$ cat config.mk
export PLATFORM = sky130hd
export DESIGN_NAME = arbitro_banco_registradores
export DESIGN_NICKNAME = d
export VERILOG_FILES = /design/src/rtl/arbitro_banco_registradores_pkg.sv /design/src/rtl/arbitro_banco_registradores_rr2.sv /design/src/rtl/arbitro_banco_registradores.sv
export SDC_FILE = /design/constraint.sdc
export NUM_CORES = 1
export LEC_CHECK = 0
export ABC_CLOCK_PERIOD_IN_PS = 4200
export CAP_MARGIN = 20
export CORE_AREA = 2 2 107 109
export DETAILED_ROUTE_END_ITERATION = 6
export DIE_AREA = 0 0 109 111
export PLACE_DENSITY = 0.77
export REMOVE_ABC_BUFFERS = 1
export SLEW_MARGIN = 20
export SYNTH_ARGS = -nofsm -noshare
export SYNTH_HDL_FRONTEND = slang
export SYNTH_SLANG_ARGS = --single-unit
$ cat constraint.sdc
create_clock -name Clock_in -period 4.2 [get_ports Clock_in]
set_input_delay 0.84 -clock Clock_in [delete_from_list [all_inputs] [get_ports Clock_in]]
set_output_delay 0.84 -clock Clock_in [all_outputs]
set_load 0.05 [all_outputs]
$ cat src/rtl/arbitro_banco_registradores_pkg.sv
// Shared widths, FSM state encoding and captured-request record for the
// register-bank arbiter.
package arbitro_banco_registradores_pkg;

   localparam int ADDR_W = 5;
   localparam int DATA_W = 32;
   localparam int DROP_W = 8;

   typedef enum logic [1:0] {
      IDLE       = 2'd0,
      WRITE      = 2'd1,
      READ_ISSUE = 2'd2,
      READ_RESP  = 2'd3
   } estado_t;

   typedef struct packed {
      logic              write;
      logic [ADDR_W-1:0] addr_a;
      logic [ADDR_W-1:0] addr_b;
      logic [DATA_W-1:0] data;
      logic              owner;
   } pedido_t;

   function automatic logic [DROP_W-1:0] sat_inc(input logic [DROP_W-1:0] valor);
      return (&valor) ? valor : valor + 1'b1;
   endfunction

endpackage

$ cat src/rtl/arbitro_banco_registradores_rr2.sv
// Two-way grant logic: round-robin with a pointer, or fixed priority to
// requester 0 when FIXED_PRIORITY is set.
module arbitro_rr2 #(
   parameter int FIXED_PRIORITY = 0
) (
   input  logic       Clock_in,
   input  logic       Signal_reset,
   input  logic [1:0] valids,
   input  logic       advance,
   output logic [1:0] grant,
   output logic       pointer
);

   always_comb begin
      grant = 2'b00;
      if (FIXED_PRIORITY != 0) begin
         if (valids[0])      grant = 2'b01;
         else if (valids[1]) grant = 2'b10;
      end else begin
         case (valids)
            2'b01:   grant = 2'b01;
            2'b10:   grant = 2'b10;
            2'b11:   grant = pointer ? 2'b10 : 2'b01;
            default: grant = 2'b00;
         endcase
      end
   end

   // After a grant the pointer favours whoever lost.
   always_ff @(posedge Clock_in or posedge Signal_reset) begin
      if (Signal_reset)
         pointer <= 1'b0;
      else if (advance && (|grant))
         pointer <= grant[0];
   end

endmodule

$ cat src/rtl/arbitro_banco_registradores.sv
// Arbitrates two requesters onto a single register bank with one write port
// and two registered read ports.
module arbitro_banco_registradores
   import arbitro_banco_registradores_pkg::*;
#(
   parameter int PROTECT_R0     = 1,
   parameter int FIXED_PRIORITY = 0
) (
   input  logic              Clock_in,
   input  logic              Signal_reset,
   input  logic              Req_valid_0,
   input  logic              Req_valid_1,
   input  logic              Req_write_0,
   input  logic              Req_write_1,
   input  logic [ADDR_W-1:0] Req_addr_a_0,
   input  logic [ADDR_W-1:0] Req_addr_a_1,
   input  logic [ADDR_W-1:0] Req_addr_b_0,
   input  logic [ADDR_W-1:0] Req_addr_b_1,
   input  logic [DATA_W-1:0] Req_data_0,
   input  logic [DATA_W-1:0] Req_data_1,
   output logic              Req_ready_0,
   output logic              Req_ready_1,
   output logic              Rsp_valid_0,
   output logic              Rsp_valid_1,
   output logic [DATA_W-1:0] Rsp_data_1,
   output logic [DATA_W-1:0] Rsp_data_2,
   output logic [ADDR_W-1:0] Bank_read_1,
   output logic [ADDR_W-1:0] Bank_read_2,
   output logic [ADDR_W-1:0] Bank_address_to_write,
   output logic [DATA_W-1:0] Bank_data_to_write,
   output logic              Bank_signal_write,
   input  logic [DATA_W-1:0] Bank_out_1,
   input  logic [DATA_W-1:0] Bank_out_2,
   output logic              Busy,
   output logic [DROP_W-1:0] Drop_count
);

   // state      | meaning
   // IDLE       | waiting; grants one requester and captures its request
   // WRITE      | one-cycle write strobe (suppressed for protected r0)
   // READ_ISSUE | read addresses presented to the bank
   // READ_RESP  | bank outputs forwarded with the owner's Rsp_valid pulse

   estado_t    estado, estado_prox;
   pedido_t    pedido, pedido_sel;
   logic [1:0] valids, grant;
   logic       ptr_rr, aceita, owner_sel, descarta;

   assign valids = {Req_valid_1, Req_valid_0};
   assign aceita = (estado == IDLE) && (|grant);

   arbitro_rr2 #(
      .FIXED_PRIORITY(FIXED_PRIORITY)
   ) u_rr2 (
      .Clock_in    (Clock_in),
      .Signal_reset(Signal_reset),
      .valids      (valids),
      .advance     (estado == IDLE),
      .grant       (grant),
      .pointer     (ptr_rr)
   );

   // Under contention in round-robin mode the pointer names the winner.
   assign owner_sel = (valids == 2'b11 && FIXED_PRIORITY == 0) ? ptr_rr : grant[1];

   always_comb begin
      pedido_sel = '0;
      pedido_sel.owner = owner_sel;
      if (owner_sel) begin
         pedido_sel.write  = Req_write_1;
         pedido_sel.addr_a = Req_addr_a_1;
         pedido_sel.addr_b = Req_addr_b_1;
         pedido_sel.data   = Req_data_1;
      end else begin
         pedido_sel.write  = Req_write_0;
         pedido_sel.addr_a = Req_addr_a_0;
         pedido_sel.addr_b = Req_addr_b_0;
         pedido_sel.data   = Req_data_0;
      end
   end

   assign descarta = (PROTECT_R0 != 0) && (pedido.addr_a == '0);

   always_ff @(posedge Clock_in or posedge Signal_reset) begin
      if (Signal_reset) begin
         estado     <= IDLE;
         pedido     <= '0;
         Drop_count <= '0;
      end else begin
         estado <= estado_prox;
         if (aceita)
            pedido <= pedido_sel;
         if (estado == WRITE && descarta)
            Drop_count <= sat_inc(Drop_count);
      end
   end

   always_comb begin
      estado_prox = estado;
      case (estado)
         IDLE:       if (aceita) estado_prox = pedido_sel.write ? WRITE : READ_ISSUE;
         WRITE:      estado_prox = IDLE;
         READ_ISSUE: estado_prox = READ_RESP;
         READ_RESP:  estado_prox = IDLE;
         default:    estado_prox = IDLE;
      endcase
   end

   // Ready is gated by reset so every output is 0 while reset is held.
   assign Req_ready_0 = aceita && grant[0] && !Signal_reset;
   assign Req_ready_1 = aceita && grant[1] && !Signal_reset;

   assign Rsp_valid_0 = (estado == READ_RESP) && !pedido.owner;
   assign Rsp_valid_1 = (estado == READ_RESP) &&  pedido.owner;
   assign Rsp_data_1  = (estado == READ_RESP) ? Bank_out_1 : '0;
   assign Rsp_data_2  = (estado == READ_RESP) ? Bank_out_2 : '0;

   assign Bank_read_1           = pedido.addr_a;
   assign Bank_read_2           = pedido.addr_b;
   assign Bank_address_to_write = pedido.addr_a;
   assign Bank_data_to_write    = pedido.data;
   assign Bank_signal_write     = (estado == WRITE) && !descarta;

   assign Busy = (estado != IDLE);

endmodule

==> results of run 1 <==
[per-layer routing]
metal,vias up,routed length (µm),global-route usage [%]
li1,1655,-,-
met1,1543,4752,23.05
met2,176,6079,34.20
met3,17,1347,6.349
met4,0,250,5.470
met5,-,0,0
[cell usage in the layout (no fill, tap or decap)]
cell and instances:
a21oi_2 18, nand4_1 1, buf_4 3, ha_1 1, nand2_2 1, buf_12 1, inv_2 1, clkinv_2 2
nor4b_2 1, inv_1 1, dfrtp_2 2, xor2_1 7, a21oi_1 26, bufinv_16 1, nor2_1 47, nor2_4 1
clkbuf_16 5, nand2_1 5, or2_1 1, dfrtp_1 52, mux2_2 1, o22ai_1 1, clkdlybuf4s50_1 277, o21ba_2 1
o21ai_0 4, nand4b_2 1, and3_1 65, nor3b_1 1, nand3_1 4, nand2b_1 2, nor3_2 1, nor3_1 3
mux2i_1 42, a31oi_1 1, nor4_1 3
[final cells by class]
class | instances | area [µm²] | area share (%)
well taps | 143 | 178.9 | 2.932
repair buffers | 281 | 2815 | 46.13
inverters | 2 | 7.507 | 0.1230
multi-input cells | 239 | 1582 | 25.92
flip-flops and latches | 54 | 1354 | 22.19
clock inverters | 3 | 40.04 | 0.6561
clock buffers | 5 | 125.1 | 2.050
[final timing paths]
check                              startpoint                     end  slack (ns)  cells after the start
worst max-delay path                estado[0]             Req_ready_0        0.78                      3
worst min-delay path            Drop_count[7]           Drop_count[7]        0.51                      1
worst max register to register      estado[0]  Bank_data_to_write[31]        1.77                      4
worst min register to register  Drop_count[7]           Drop_count[7]        0.51                      1
max in group asynchronous        Signal_reset  Bank_data_to_write[17]        2.38                      3
min in group asynchronous        Signal_reset               pedido[0]        1.00                      2
[sequential cells by signal, indices dropped and copies added (netlist names)]
signal / count
Bank_data_to_write: 32
u_rr2.pointer: 1
estado: 2
pedido: 1
Bank_read_2: 5
Drop_count: 8
Bank_address_to_write: 5
[cell families after synthesis]
logic type | after synthesis | share of synthesized area [%]
DFF | 54 | 39.14
buffers and inverters | 78 | 15.04
xor gates and xnor gates | 7 | 1.776
AOI/OAI and AO/OA | 51 | 9.569
and+or+nand+nor | 137 | 21.60
muxes | 43 | 12.50
adders and majority gates | 1 | 0.3624
[power groups by stage]
stage	clock network [mW]	logic (mW)	registers, mW
2_1_floorplan	0	1.07	1.73
3_3_place_gp	0	2.85	1.01
3_5_place_dp	0	2.87	1.02
4_1_cts	0.482	2.89	1.02
5_1_grt	0.503	3.00	1.07
6_report	0.466	2.86	1.02
==> results.md, run 1 <==
- Layout cells sized above 1: 6.849%
- Fill count: 982
- Internal: 2.014 mW
- Worst Tran Pin Value: 0.9147 ns
- Die Wd: around 110 µm
- Register bit count reported by yosys: 54
- Post-DR vias/cell: roughly 4.7
- Area grow syn2layout: 76.77%
- Largest net degree at the start of global routing: 85
- Cells after DPL: 719
- H-tree depth: 2
- Syn_area_per_cell: 9.305 µm²
- CP bufs+invs: 1
- Initial antenna violation count: 0
- VDD IR max: ~0.00042 V
- Cts repair resizes: 0
- Cell Pwr Density: 711.4 nW/µm²
- Data arrival time of the critical path: 2.58 ns
- Status: complete, no violations
- Slowest CP cell: clkdlybuf4s50_1
- Final total power: about 4.3 mW
- Final setup fails: 0
- Period minus WS final: 3.422 ns
- HPWL Detailed: about 9700 µm
- Fin crit share: 81.47%
- Main synth FF type: dfrtp_1
- Utilization after layout: approximately 55%
- TNS Setup: 0 ns
- Fin. Hold Viols: 0
- Synth cell types: 31
- Commonest cells post-synth: and3_1, dfrtp_1, buf_4, nor2_1, mux2i_1
- Psw: 2.327 mW
- WL final: 12,430 µm
- Reg clk slew, reported paths: 0.07 ns
- CP Capture Type: output port
- Hold slack: 0.5086 ns
- Sequential area share after synthesis: approximately two fifths
- Rows: 39
- Setup crit start kind: register
- Clock power share: 10.7%
- Combinational share of power: 65.8%
- Postcts setup bufs: 0
- Post-Syn Area: roughly 3500 µm²
- Max-Cap Viols: 0
- RD Place Congestion: 0.8478
- Clk sinks: 54
- Max FO, Critical Path: 71
- Core area: 11,080 µm²
- Post-synth ARST share: 100.0%
- Switching power share of the total: 53.61%
- Skew final: 0.007141 ns
- Synth area leader: dfrtp_1
- Count leader, synth: and3_1
- Cts hold-fix bufs: 0
- Top Ports: 279
- Post-DP Area: between 5000 and 6000 µm²
- Clock Tree Buf Depth: 2
- First-pass DRT Iterations: 4
- Pre-CTS setup slack: 0.8069 ns
- Fin. max-slew vios: 0
- Inserted Diodes: 0
- Finished Layout Cells: 727
- DR iter-0 viols: 160
- Yosys warning count: 0
- IO buf count: 278
- Post-synth EDFFs: 0
- Worst Path Required: about 3.4 ns
- Die Y: 111 µm
- Vias: approximately 3,400
- Static Leakage: 2.752 nW
- CP cell instances: or2_1, nor3_1, clkdlybuf4s50_1
- Max transition margin: between 30% and 40%
- Grt ovf: 0
- First-pass GRT wire length: between 15,000 and 20,000 µm
- ANT nets after route: 0
- Number of buffers created by CTS: 5
- Nets: 738
- Area contributors post-synth: dfrtp_1, mux2i_1, and3_1
- RSZ-0062 raised after global routing: no
- Routed len/inst: between 15 and 20 µm
- CTS Root Cell: clkbuf_16
- # DRC: 0
- Number of global-route vias before repair: between 3,000 and 4,000
- GRT Total Usage: 19.74%
- Reg power frac: 23.4%
- Clock latency on the worst-skew pair: 0.29 ns
- Yosys top cell area share: between 30 and 40%
- Initial core utilization: 31.16%
- CP top delay family: buffers and inverters
- Type of the worst setup path: register to output port
- Min-Delay Path Class: register to register
- CP max stage delay: 0.84 ns
- Post-route worst setup slack: 0.7784 ns
- CTS tree: built
- Total die area: 12,100 µm²
- Syn Inst Count: 371
- Finished Cell Area: 6102 µm²
- Peak Freq: about 0.29 GHz
Note: power is estimated with default switching activity, not from simulation.
==> inputs of run 2 (changes only) <==
Settings changed: ABC_CLOCK_PERIOD_IN_PS 4200 to 3500, CORE_AREA 2 2 107 109 to 2 2 109 111, DIE_AREA 0 0 109 111 to 0 0 111 113, PLACE_DENSITY 0.77 to 0.75.
Clock period 4.2 ns to 3.5 ns, I/O delays scaled along.
==> run 2 against run 1 <==
  * Non-clock buffer count up 4
  * Utilization shrank 0.85 points
  * Via count rose by 0.86%
  * Critical path type unchanged
  * Highest routed layer unchanged
==> results.md, run 2 (synthesis gave the netlist of run 1 again) <==
- DR iter-0 viols: 227 (+42%)
- WL final: 14,160 µm (+14%)
- Number of global-route vias before repair: 3,488 (+3.1%)
- Worst Tran Pin Value: 0.7151 ns (-0.1995 ns)
- Routed len/inst: 19.37 µm (+13%)
- Area grow syn2layout: 77.09%
- Min-Delay Path Class: register to register
- H-tree depth: 2 (unchanged)
- Inserted Diodes: 0 (unchanged)
- HPWL Detailed: 11,620 µm (+20%)
- Die Y: 113 µm (+1.8%)
- Max transition margin: 52.33% (+13 points)
- Fin. Hold Viols: 0 (unchanged)
- Largest net degree at the start of global routing: 63 (-26%)
- Slowest CP cell: clkdlybuf4s50_1
- Core area: 11,270 µm² (+1.8%)
- Multi-input gate area: 1582 µm² (unchanged)
- Commonest non-fill, non-tap cell in the layout: clkdlybuf4s50_1
- Max FFs per register: 32 (unchanged)
- Die Wd: 111 µm (+1.8%)
- Final setup fails: 0 (unchanged)
- RD Place Congestion: 0.9556 (+13%)
- Postcts setup bufs: 0 (unchanged)
- Max FO, Critical Path: 29 (-59%)
- VDD IR max: 0.0006480 V (+53%)
- CP Capture Type: output port
- Initial antenna violation count: 0 (unchanged)
- Hold slack: 0.5025 ns (-0.006091 ns)
- Setup crit start kind: register
- # DRC: 0 (unchanged)
- Type of the worst setup path: register to output port
- Layout cells sized above 1: 8.844% (+2.0 points)
- Max-Cap Viols: 0 (unchanged)
- Reg clk slew, reported paths: 0.07 ns (about the same)
- Worst Path Required: 2.80 ns (-0.56 ns)
- Register area: 1351 µm² (-0.18%)
- RSZ-0062 raised after global routing: no
- Cell Pwr Density: 860.2 nW/µm² (+21%)
- Most frequent cells in the layout: clkdlybuf4s50_1, and3_1, dfrtp_1
- First-pass DRT Iterations: 4 (unchanged)
- Fill count: 1,021 (+4.0%)
- Number of buffers created by CTS: 5 (unchanged)
- Top Ports: 279 (unchanged)
- Total die area: 12,540 µm² (+3.7%)
- GRT Total Usage: 21.94% (+2.2 points)
- TNS Setup: 0 ns (unchanged)
- Grt ovf: 0 (unchanged)
- Utilization after layout: 54.23% (-0.85 points)
- Cts hold-fix bufs: 0 (unchanged)
- Finished Cell Area: 6113 µm² (+0.18%)
- Post-DP Area: 5962 µm² (+0.42%)
- Rows: 39 (unchanged)
- Finished Layout Cells: 731 (+0.55%)
- Post-DR vias/cell: 4.679 (+0.30%)
- CTS Root Cell: clkbuf_16
- Data arrival time of the critical path: 2.52 ns (-0.06 ns)
- ANT nets after route: 0 (unchanged)
- Cells after DPL: 723 (+0.56%)
- Clk sinks: 54 (unchanged)
- Status: complete, no violations
- CTS tree: built
- Peak Freq: 0.3104 GHz
- Clock latency on the worst-skew pair: 0.29 ns (about the same)
- Initial core utilization: 30.62% (-0.54 points)
- Cts repair resizes: 0 (unchanged)
- Clock Tree Buf Depth: 2 (unchanged)
- Vias: 3,420 (+0.86%)
- IO buf count: 278 (unchanged)
- Period minus WS final: approximately 3.2 ns
- Fin. max-slew vios: 0 (unchanged)
- Fin crit share: 92.05%
- First-pass GRT wire length: 20,860 µm (+13%)
- Skew final: 0.005983 ns (-0.001158 ns)
- Nets: 742 (+0.54%)
- CP cell instances: buf_4, and3_1, clkdlybuf4s50_1
- CP max stage delay: 0.88 ns (+0.04 ns)
- Static Leakage: 2.794 nW (+1.5%)
-- run 2: cell count changes in the layout (fill, tap and decap cells not counted), sizes merged --
| cell | before | now |
|---|---|---|
| bufinv | 1 | 0 |
| inv | 2 | 3 |
| clkbuf | 5 | 7 |
| clkdlybuf4s50 | 277 | 266 |
| buf | 4 | 19 |
| clkinv | 2 | 0 |
-- run 2: worst max-delay path, delay by kind of cell, from the launching register on --
family        cells  cell delay (ns)
simple gates      1             0.20
flops             1             0.78
buf+inv           2             1.24
-- run 2: area by class of cell --
cell class                 instances  area share (%)
clock buffer                       7           2.333
clock inverter                     1          0.1433
inverter                           2          0.1228
multi-input combinational        239           25.87
tap                              143           2.927
sequential                        54           22.10
timing repair buffer             285           46.50
-- run 2: power by group --
part           switching [mW]  internal (mW)  total (mW)
sequential              0.227          0.891        1.12
clock                   0.229          0.288       0.517
combinational            2.40           1.23        3.62
total                    2.85           2.41        5.26
-- run 2: path summary, 6_finish.rpt --
| path | from | end | slack, ns | depth (start not counted) |
|---|---|---|---|---|
| setup / recovery | estado[1] | Rsp_data_1[17] | 0.28 | 3 |
| hold / removal | Drop_count[6] | Drop_count[6] | 0.50 | 1 |
| setup reg to reg | estado[1] | Bank_data_to_write[23] | 1.25 | 5 |
| hold reg to reg | Drop_count[6] | Drop_count[6] | 0.50 | 1 |
| max in group asynchronous | Signal_reset | Bank_data_to_write[3] | 2.31 | 3 |
| min in group asynchronous | Signal_reset | u_rr2.pointer | 0.87 | 3 |
-- run 2: per-layer routing --
metal | part of all wire [%] | up-vias | track usage, %
met5 | 0 | - | 0
met4 | 1.1 | 0 | 3.667
met3 | 9.8 | 9 | 7.659
met2 | 50 | 187 | 40.29
met1 | 39 | 1565 | 25.06
li1 | - | 1659 | -
-- run 2: stage by stage --
stage | setup slack, ns | power (mW)
after floorplan | 0.1073 | 3.362
after global placement | 0.4469 | 4.724
after detailed placement | 0.4105 | 4.768
after CTS | 0.2942 | 5.307
after global routing | 0.1743 | 5.514
final | 0.2781 | 5.258
==> inputs of run 3 (changes only) <==
Settings changed: ABC_CLOCK_PERIOD_IN_PS 3500 to unset.
==> results of run 3 <==
Final layout, timing and power as in run 2 (identical DEF).
